### src/rtl/reg_dump_pkg.sv
// Shared definitions for the register dump reader.
// Holds the FSM state encoding and the default widths and last dumped index.
package reg_dump_pkg;

  localparam int DEF_DATA_W   = 32;
  localparam int DEF_ADDR_W   = 4;
  localparam int DEF_LAST_REG = 15;

  typedef enum logic [1:0] {
    ST_IDLE  = 2'd0,
    ST_READ  = 2'd1,
    ST_DRAIN = 2'd2
  } dump_state_e;

endpackage

### src/rtl/dump_out_slot.sv
// One-entry valid/ready output buffer for dumped register words.
// Ports:
//   clk, rst_n      clock, async active-low reset
//   i_load          capture i_data/i_idx and mark the slot valid
//   i_flush         drop any held word (takes priority over load)
//   i_ready         consumer accepts the held word when o_valid is high
//   i_data, i_idx   word and its register index to capture
//   o_valid         slot holds an unconsumed word
//   o_data, o_idx   held word and index, stable until consumed or replaced
module dump_out_slot
  import reg_dump_pkg::*;
#(
  parameter int DATA_W = DEF_DATA_W,
  parameter int ADDR_W = DEF_ADDR_W
) (
  input  logic              clk,
  input  logic              rst_n,
  input  logic              i_load,
  input  logic              i_flush,
  input  logic              i_ready,
  input  logic [DATA_W-1:0] i_data,
  input  logic [ADDR_W-1:0] i_idx,
  output logic              o_valid,
  output logic [DATA_W-1:0] o_data,
  output logic [ADDR_W-1:0] o_idx
);

  logic              r_valid;
  logic [DATA_W-1:0] r_data;
  logic [ADDR_W-1:0] r_idx;

  always_ff @(posedge clk or negedge rst_n) begin
    if (!rst_n) begin
      r_valid <= 1'b0;
      r_data  <= '0;
      r_idx   <= '0;
    end else if (i_flush) begin
      r_valid <= 1'b0;
    end else if (i_load) begin
      // A load in the same cycle as a pop simply replaces the consumed word.
      r_valid <= 1'b1;
      r_data  <= i_data;
      r_idx   <= i_idx;
    end else if (r_valid && i_ready) begin
      r_valid <= 1'b0;
    end
  end

  assign o_valid = r_valid;
  assign o_data  = r_data;
  assign o_idx   = r_idx;

endmodule

### src/rtl/reg_dump_reader.sv
// Sequentially reads registers 0..LAST_REG through a combinational read port
// and presents them one word at a time on a valid/ready output.
// Ports:
//   clk, rst_n       clock, async active-low reset
//   start            begin a dump (only honoured in IDLE)
//   abort            abandon a dump in progress
//   ra / rd          register file read address / same-cycle read data
//   dump_data/idx    current word and its register index
//   dump_valid       word is pending; dump_ready accepts it
//   busy             dump in progress (READ or DRAIN)
//   done             one-cycle pulse after the last word is accepted
//
// state    | meaning
// ---------+---------------------------------------------------------
// ST_IDLE  | waiting for start; counter held at 0
// ST_READ  | capturing rd into the output slot whenever it is free
// ST_DRAIN | last word captured; waiting for it to be accepted
module reg_dump_reader
  import reg_dump_pkg::*;
#(
  parameter int DATA_W   = DEF_DATA_W,
  parameter int ADDR_W   = DEF_ADDR_W,
  parameter int LAST_REG = DEF_LAST_REG
) (
  input  logic              clk,
  input  logic              rst_n,
  input  logic              start,
  input  logic              abort,
  output logic [ADDR_W-1:0] ra,
  input  logic [DATA_W-1:0] rd,
  output logic [DATA_W-1:0] dump_data,
  output logic [ADDR_W-1:0] dump_idx,
  output logic              dump_valid,
  input  logic              dump_ready,
  output logic              busy,
  output logic              done
);

  dump_state_e       r_state, w_state_nxt;
  logic [ADDR_W-1:0] r_cnt, w_cnt_nxt;
  logic              r_done, w_done_nxt;
  logic              w_load, w_flush, w_slot_free, w_last, w_valid;

  assign w_slot_free = !w_valid || dump_ready;
  assign w_last      = (r_cnt == ADDR_W'(LAST_REG));

  always_ff @(posedge clk or negedge rst_n) begin
    if (!rst_n) begin
      r_state <= ST_IDLE;
      r_cnt   <= '0;
      r_done  <= 1'b0;
    end else begin
      r_state <= w_state_nxt;
      r_cnt   <= w_cnt_nxt;
      r_done  <= w_done_nxt;
    end
  end

  // Every exit to IDLE clears the counter so ra reads 0 while idle.
  always_comb begin
    w_state_nxt = r_state;
    w_cnt_nxt   = r_cnt;
    w_done_nxt  = 1'b0;
    w_load      = 1'b0;
    w_flush     = 1'b0;
    case (r_state)
      ST_IDLE: begin
        if (start) begin
          w_state_nxt = ST_READ;
          w_cnt_nxt   = '0;
        end
      end
      ST_READ: begin
        if (abort) begin
          w_flush     = 1'b1;
          w_state_nxt = ST_IDLE;
          w_cnt_nxt   = '0;
        end else if (w_slot_free) begin
          w_load = 1'b1;
          if (w_last) begin
            w_state_nxt = ST_DRAIN;
          end else begin
            w_cnt_nxt = r_cnt + ADDR_W'(1);
          end
        end
      end
      ST_DRAIN: begin
        if (abort) begin
          w_flush     = 1'b1;
          w_state_nxt = ST_IDLE;
          w_cnt_nxt   = '0;
        end else if (w_valid && dump_ready) begin
          w_done_nxt  = 1'b1;
          w_state_nxt = ST_IDLE;
          w_cnt_nxt   = '0;
        end
      end
      default: begin
        w_state_nxt = ST_IDLE;
        w_cnt_nxt   = '0;
      end
    endcase
  end

  dump_out_slot #(
    .DATA_W(DATA_W),
    .ADDR_W(ADDR_W)
  ) u_slot (
    .clk    (clk),
    .rst_n  (rst_n),
    .i_load (w_load),
    .i_flush(w_flush),
    .i_ready(dump_ready),
    .i_data (rd),
    .i_idx  (r_cnt),
    .o_valid(w_valid),
    .o_data (dump_data),
    .o_idx  (dump_idx)
  );

  assign ra         = r_cnt;
  assign dump_valid = w_valid;
  assign busy       = (r_state != ST_IDLE);
  assign done       = r_done;

endmodule

### config.mk
export PLATFORM = sky130hd
export DESIGN_NAME = reg_dump_reader
export DESIGN_NICKNAME = d
export VERILOG_FILES = /design/src/rtl/reg_dump_pkg.sv /design/src/rtl/dump_out_slot.sv /design/src/rtl/reg_dump_reader.sv
export SDC_FILE = /design/constraint.sdc
export NUM_CORES = 1
export LEC_CHECK = 0
export ABC_CLOCK_PERIOD_IN_PS = 2000
export CAP_MARGIN = 20
export CORE_MARGIN = 1
export CORE_UTILIZATION = 42
export DETAILED_ROUTE_END_ITERATION = 7
export GPL_ROUTABILITY_DRIVEN = 0
export PLACE_DENSITY_LB_ADDON = 0.05
export SLEW_MARGIN = 20
export SYNTH_ARGS = -nofsm -noshare
export SYNTH_HDL_FRONTEND = slang
export SYNTH_SLANG_ARGS = --single-unit
### constraint.sdc
create_clock -name clk -period 2 [get_ports clk]
set_input_delay 0.4 -clock clk [delete_from_list [all_inputs] [get_ports clk]]
set_output_delay 0.4 -clock clk [all_outputs]
set_load 0.1 [all_outputs]
==> results of run 1 <==
## registers in the layout (all words and copies together) (netlist names)
| signal | flops |
|---|---|
| u_slot.o_valid | 1 |
| u_slot.o_idx | 4 |
| r_state | 2 |
| u_slot.o_data | 32 |
| done | 1 |
| ra | 4 |
## cells in the mapped netlist (2+ instances only)
library cell	number	area [um2]
dfrtp_1	44	1100
nor2_1	3	11.3
a31oi_1	2	12.5
inv_1	4	15.0
a21oi_1	3	15.0
buf_6	2	22.5
a311oi_1	2	17.5
mux2_2	36	405
nand2_1	5	18.8
ha_1	5	62.6
## per-stage QoR
stage / area, um2 / util / std cells / setup slack, ns / hold slack (ns)
2_1_floorplan: 1840 / - / 124 / 0.00952 / 0.104
3_3_place_gp: 2680 / 0.650 / 257 / 0.0800 / 0.396
3_5_place_dp: 2680 / 0.650 / 257 / 0.0388 / 0.409
4_1_cts: 2770 / 0.673 / 265 / 0.259 / 0.0863
5_1_grt: 2770 / 0.673 / 265 / 0.162 / 0.104
6_report: 2770 / 0.673 / 265 / 0.274 / 0.0744
## path summary, 6_finish.rpt
path,depth (start not counted),slack [ns],from,to
max reg2reg,6,0.27,r_state[1],u_slot.o_data[20]
min reg2reg,1,0.50,u_slot.o_data[10],u_slot.o_data[10]
max,6,0.27,r_state[1],u_slot.o_data[20]
min in group clk,1,0.50,u_slot.o_data[10],u_slot.o_data[10]
min,1,0.07,rst_n,u_slot.o_data[9]
max in group asynchronous,2,1.37,rst_n,u_slot.o_data[22]
## per-layer routing
metal	vias up	part of all wire	track usage
li1	617	-	-
met1	651	0.42	0.215
met2	56	0.48	0.260
met3	6	0.088	0.0583
met4	0	0.015	0.0703
met5	-	0	0
## worst register-to-register path, cell delays in order (launching register included)
cell and delay (ns):
dfrtp_1 0.40, inv_1 0.10, ha_1 0.22, nand2_1 0.15, nor2_4 0.17, buf_12 0.20, mux2_2 0.37
## kinds of logic after synthesis
kind of cell | after synthesis | share of synthesized area
AO/OA/AOI/OAI | 14 | 0.0625
adder cells (fa/ha/maj) | 5 | 0.0339
buffers and inverters | 8 | 0.0299
flip-flops | 44 | 0.597
multiplexers | 37 | 0.226
AND/OR/NAND/NOR | 16 | 0.0502
## cell type report
cell class / count / area [um2]
timing repair buffer: 86 / 806
tap: 50 / 62.6
clock inverter: 1 / 7.51
inverter: 5 / 18.8
sequential: 44 / 1100
multi-input combinational: 72 / 687
fill: 314 / 1350
clock buffer: 7 / 86.3
==> run metrics, run 1 <==
status=finished clean; initial antenna violation count=0; Setup crit end kind=register; Total Neg Setup Slack=0 ns; Setup-failing EPs final=0; clock tree buffer depth=2; Yosys warnings=0; drt initial violations=23; area grow syn2layout=50.3%; layout cells sized above 1=0.465; Req. time, crit path=2.18 ns; Period minus WS final=1.73 ns; Buf/Inv on CP=2; number of flops mapped to enable cells by yosys=0; Total Wirelength=~3800 um; DRT Pass-1 Iters=4; Max Fanout on Critical Path=29; Total GRT Usage=0.169; aggregate global routing overflow=0; post-CTS setup buffer count=0; leading cell type in the layout, fill and taps excluded=buf_4; Max-Cap Viols=0; via/cell ratio=5.02; Post-Syn Area=1840 um2; CP Class=reg2reg; fraction of registers with async set/reset=1.00; unrepaired setup endpoints after global routing=false; Core ar.=roughly 4100 um2; initial core utilization=0.448; I/O Buffers=between 70 and 80; post-synthesis register bit count=44; via count=around 1300; CP max stage cell=dfrtp_1; Num CTS Buffers=5; Clock Sinks=44; Tightest Pin Transition=about 0.51 ns; first-pass GRT wire length=about 5600 um; Netlist cell types=28; ys flop type=dfrtp_1; site row count=23; Syn Nets=166; Seq/Total Area, Yosys=0.597; Clock Skew=0.00537 ns; NumNets Final=approximately 260; root buf cell=clkbuf_8; CP startpoint kind=register; mean area per synthesized cell=about 15 um2; DR WL/cell=~14 um; highest clock rate=approximately 580 MHz; most frequent cells in the layout=buf_4 (44), dfrtp_1 (43), mux2_2 (36); number of global-route vias before repair=between 1000 and 1500; CTS tree=yes; largest net degree at the start of global routing=30; die width=between 60 and 70 um; DRC=0; CP cell instances=inv_1 > ha_1 > nand2_1 > nor2_4 > buf_12 > mux2_2; final period utilization=0.863; Hold Crit Class=in2async; dpl hpwl=between 2000 and 3000 um; Worst-path clk slew=roughly 0.080 ns; n_diodes=0; final hold vios=0; hold_buf cts=0; Max stage delay on crit path=around 0.40 ns; CP arrival=approximately 1.9 ns; delay-heaviest family, CP=flip-flops; die area=about 4700 um2; H-tree depth=2; Post-DRT Antenna Nets=0; max_slew headroom=0.657; max-slew violations=0; IO Count=80; post_cts resized=0; worst skew pair latency=about 0.29 ns; die height=around 70 um; Cells after Synth=about 120
Power of run 1 is left out: the tool's default activity adds up to more than one toggle a clock period on the data nets, which glitch-free logic cannot reach.
==> run 2, diff against run 1 <==
--- a/config.mk
+++ b/config.mk
@@ -7,7 +7,7 @@
 export LEC_CHECK = 0
 export ABC_CLOCK_PERIOD_IN_PS = 2000
 export CAP_MARGIN = 20
-export CORE_MARGIN = 1
+export CORE_MARGIN = 3
 export CORE_UTILIZATION = 42
 export DETAILED_ROUTE_END_ITERATION = 7
 export GPL_ROUTABILITY_DRIVEN = 0
==> run 2 against run 1 <==
Effect of this change: sequential cell count unchanged; register-to-register slack worse by 0.02 ns; hold slack worse by 0.057 ns; maximum frequency down 1.3%; non-clock buffer count down 1; die area up 12%.
==> run metrics, run 2 (same netlist as run 1, synthesis figures left out) <==
status=finished clean (unchanged); Worst-path clk slew=0.08 ns (about the same); Total GRT Usage=0.162 (was 0.169); I/O Buffers=79 (unchanged); via count=1297 (was 1330); Num CTS Buffers=5 (unchanged); die area=5220 um2 (was 4660 um2); NumNets Final=255 (was 256); Max Fanout on Critical Path=20 (was 29); n_diodes=0 (unchanged); area grow syn2layout=50.8% (was 50.3%); final hold vios=0 (unchanged); max reg flops=32 (unchanged); H-tree depth=2 (unchanged); CP startpoint kind=register (unchanged); Setup crit end kind=register (unchanged); aggregate global routing overflow=0 (unchanged); Core ar.=4120 um2 (unchanged); number of global-route vias before repair=1318 (was 1180); initial core utilization=0.448 (unchanged); DRC=0 (unchanged); Setup-failing EPs final=0 (unchanged); site row count=23 (unchanged); post_cts resized=0 (unchanged); unrepaired setup endpoints after global routing=false (unchanged); initial antenna violation count=0 (unchanged); most frequent cells in the layout=dfrtp_1 (43), buf_4 (42), mux2_2 (36) (was buf_4 (44), dfrtp_1 (43), mux2_2 (36)); clock tree buffer depth=2 (unchanged); first-pass GRT wire length=6480 um (was 5640 um); max-slew violations=0 (unchanged); Tightest Pin Transition=0.433 ns (was 0.514 ns); Req. time, crit path=2.17 ns (was 2.18 ns); CP arrival=1.92 ns (was 1.90 ns); Total Wirelength=4000 um (was 3760 um); hold_buf cts=0 (unchanged); Hold Crit Class=in2async (unchanged); die width=72.2 um (was 68.2 um); largest net degree at the start of global routing=21 (was 30); Clock Sinks=44 (unchanged); final period utilization=0.874 (was 0.863); Post-DRT Antenna Nets=0 (unchanged); Worst R2R Path Depth=6 (unchanged); via/cell ratio=4.95 (was 5.02); CTS tree=yes (unchanged); IO Count=80 (unchanged); Max-Cap Viols=0 (unchanged); DRT Pass-1 Iters=4 (unchanged); layout cells sized above 1=0.462 (was 0.465); Clock Skew=0.00367 ns (was 0.00537 ns); drt initial violations=48 (was 23); CP Class=reg2reg (unchanged); dpl hpwl=3120 um (was 2900 um); post-CTS setup buffer count=0 (unchanged); highest clock rate=572 MHz (was 579 MHz); FILL cells=309 (was 314); max_slew headroom=0.709 (was 0.657); DR WL/cell=15.3 um (was 14.2 um); worst skew pair latency=0.28 ns (was 0.29 ns); root buf cell=clkbuf_8 (unchanged); Period minus WS final=1.75 ns (was 1.73 ns); leading cell type in the layout, fill and taps excluded=dfrtp_1 (was buf_4); die height=72.2 um (was 68.2 um); Total Neg Setup Slack=0 ns (unchanged)
run 2: cell count changes in the layout (fill, tap and decap cells not counted):
cell        change
clkbuf_1        -1
buf_12          +1
clkbuf_8        -1
bufinv_16       +1
clkinvlp_4      -1
buf_4           -2
run 2: per-stage QoR:
stage | worst slack, ns | instances | hold slack, ns | utilization | area (um2)
after floorplan | 0.00952 | 124 | 0.104 | - | 1840
after global placement | 0.0850 | 256 | 0.319 | 0.652 | 2680
after detailed placement | 0.0606 | 256 | 0.330 | 0.652 | 2680
after CTS | 0.252 | 262 | 0.0195 | 0.676 | 2780
after global routing | 0.154 | 262 | 0.0278 | 0.676 | 2780
final | 0.252 | 262 | 0.0169 | 0.676 | 2780
run 2: final timing paths:
check,start,to,slack [ns]
worst max-delay path,r_state[1],u_slot.o_data[19],0.25
worst min-delay path,rst_n,done,0.02
worst max register to register,r_state[1],u_slot.o_data[19],0.25
worst min register to register,u_slot.o_data[10],u_slot.o_data[10],0.50
max in group asynchronous,rst_n,u_slot.o_data[26],1.45
min in group clk,u_slot.o_data[10],u_slot.o_data[10],0.50
run 2: per-layer routing:
| layer | part of all wire | vias up | GRT usage |
|---|---|---|---|
| li1 | - | 621 | - |
| met1 | 0.42 | 617 | 0.211 |
| met2 | 0.48 | 57 | 0.256 |
| met3 | 0.093 | 2 | 0.0499 |
| met4 | 0.0047 | 0 | 0.0564 |
| met5 | 0 | - | 0 |
run 2: worst max-delay path, stage by stage, from the launching register on:
cell	delay [ns]
dfrtp_1	0.41
inv_1	0.11
ha_1	0.23
nand2_1	0.15
nor2_4	0.19
buf_12	0.18
mux2_2	0.35
run 2: layout make-up:
| type | instances | area, um2 | area share |
|---|---|---|---|
| Sequential cell | 44 | 1100 | 0.396 |
| Clock buffer | 5 | 68.8 | 0.0248 |
| Timing Repair Buffer | 85 | 811 | 0.292 |
| Clock inverter | 1 | 30.0 | 0.0108 |
| Inverter | 5 | 18.8 | 0.00675 |
| Tap cell | 50 | 62.6 | 0.0225 |
| Multi-Input combinational cell | 72 | 687 | 0.247 |
Power of run 2 is left out for the same reason.
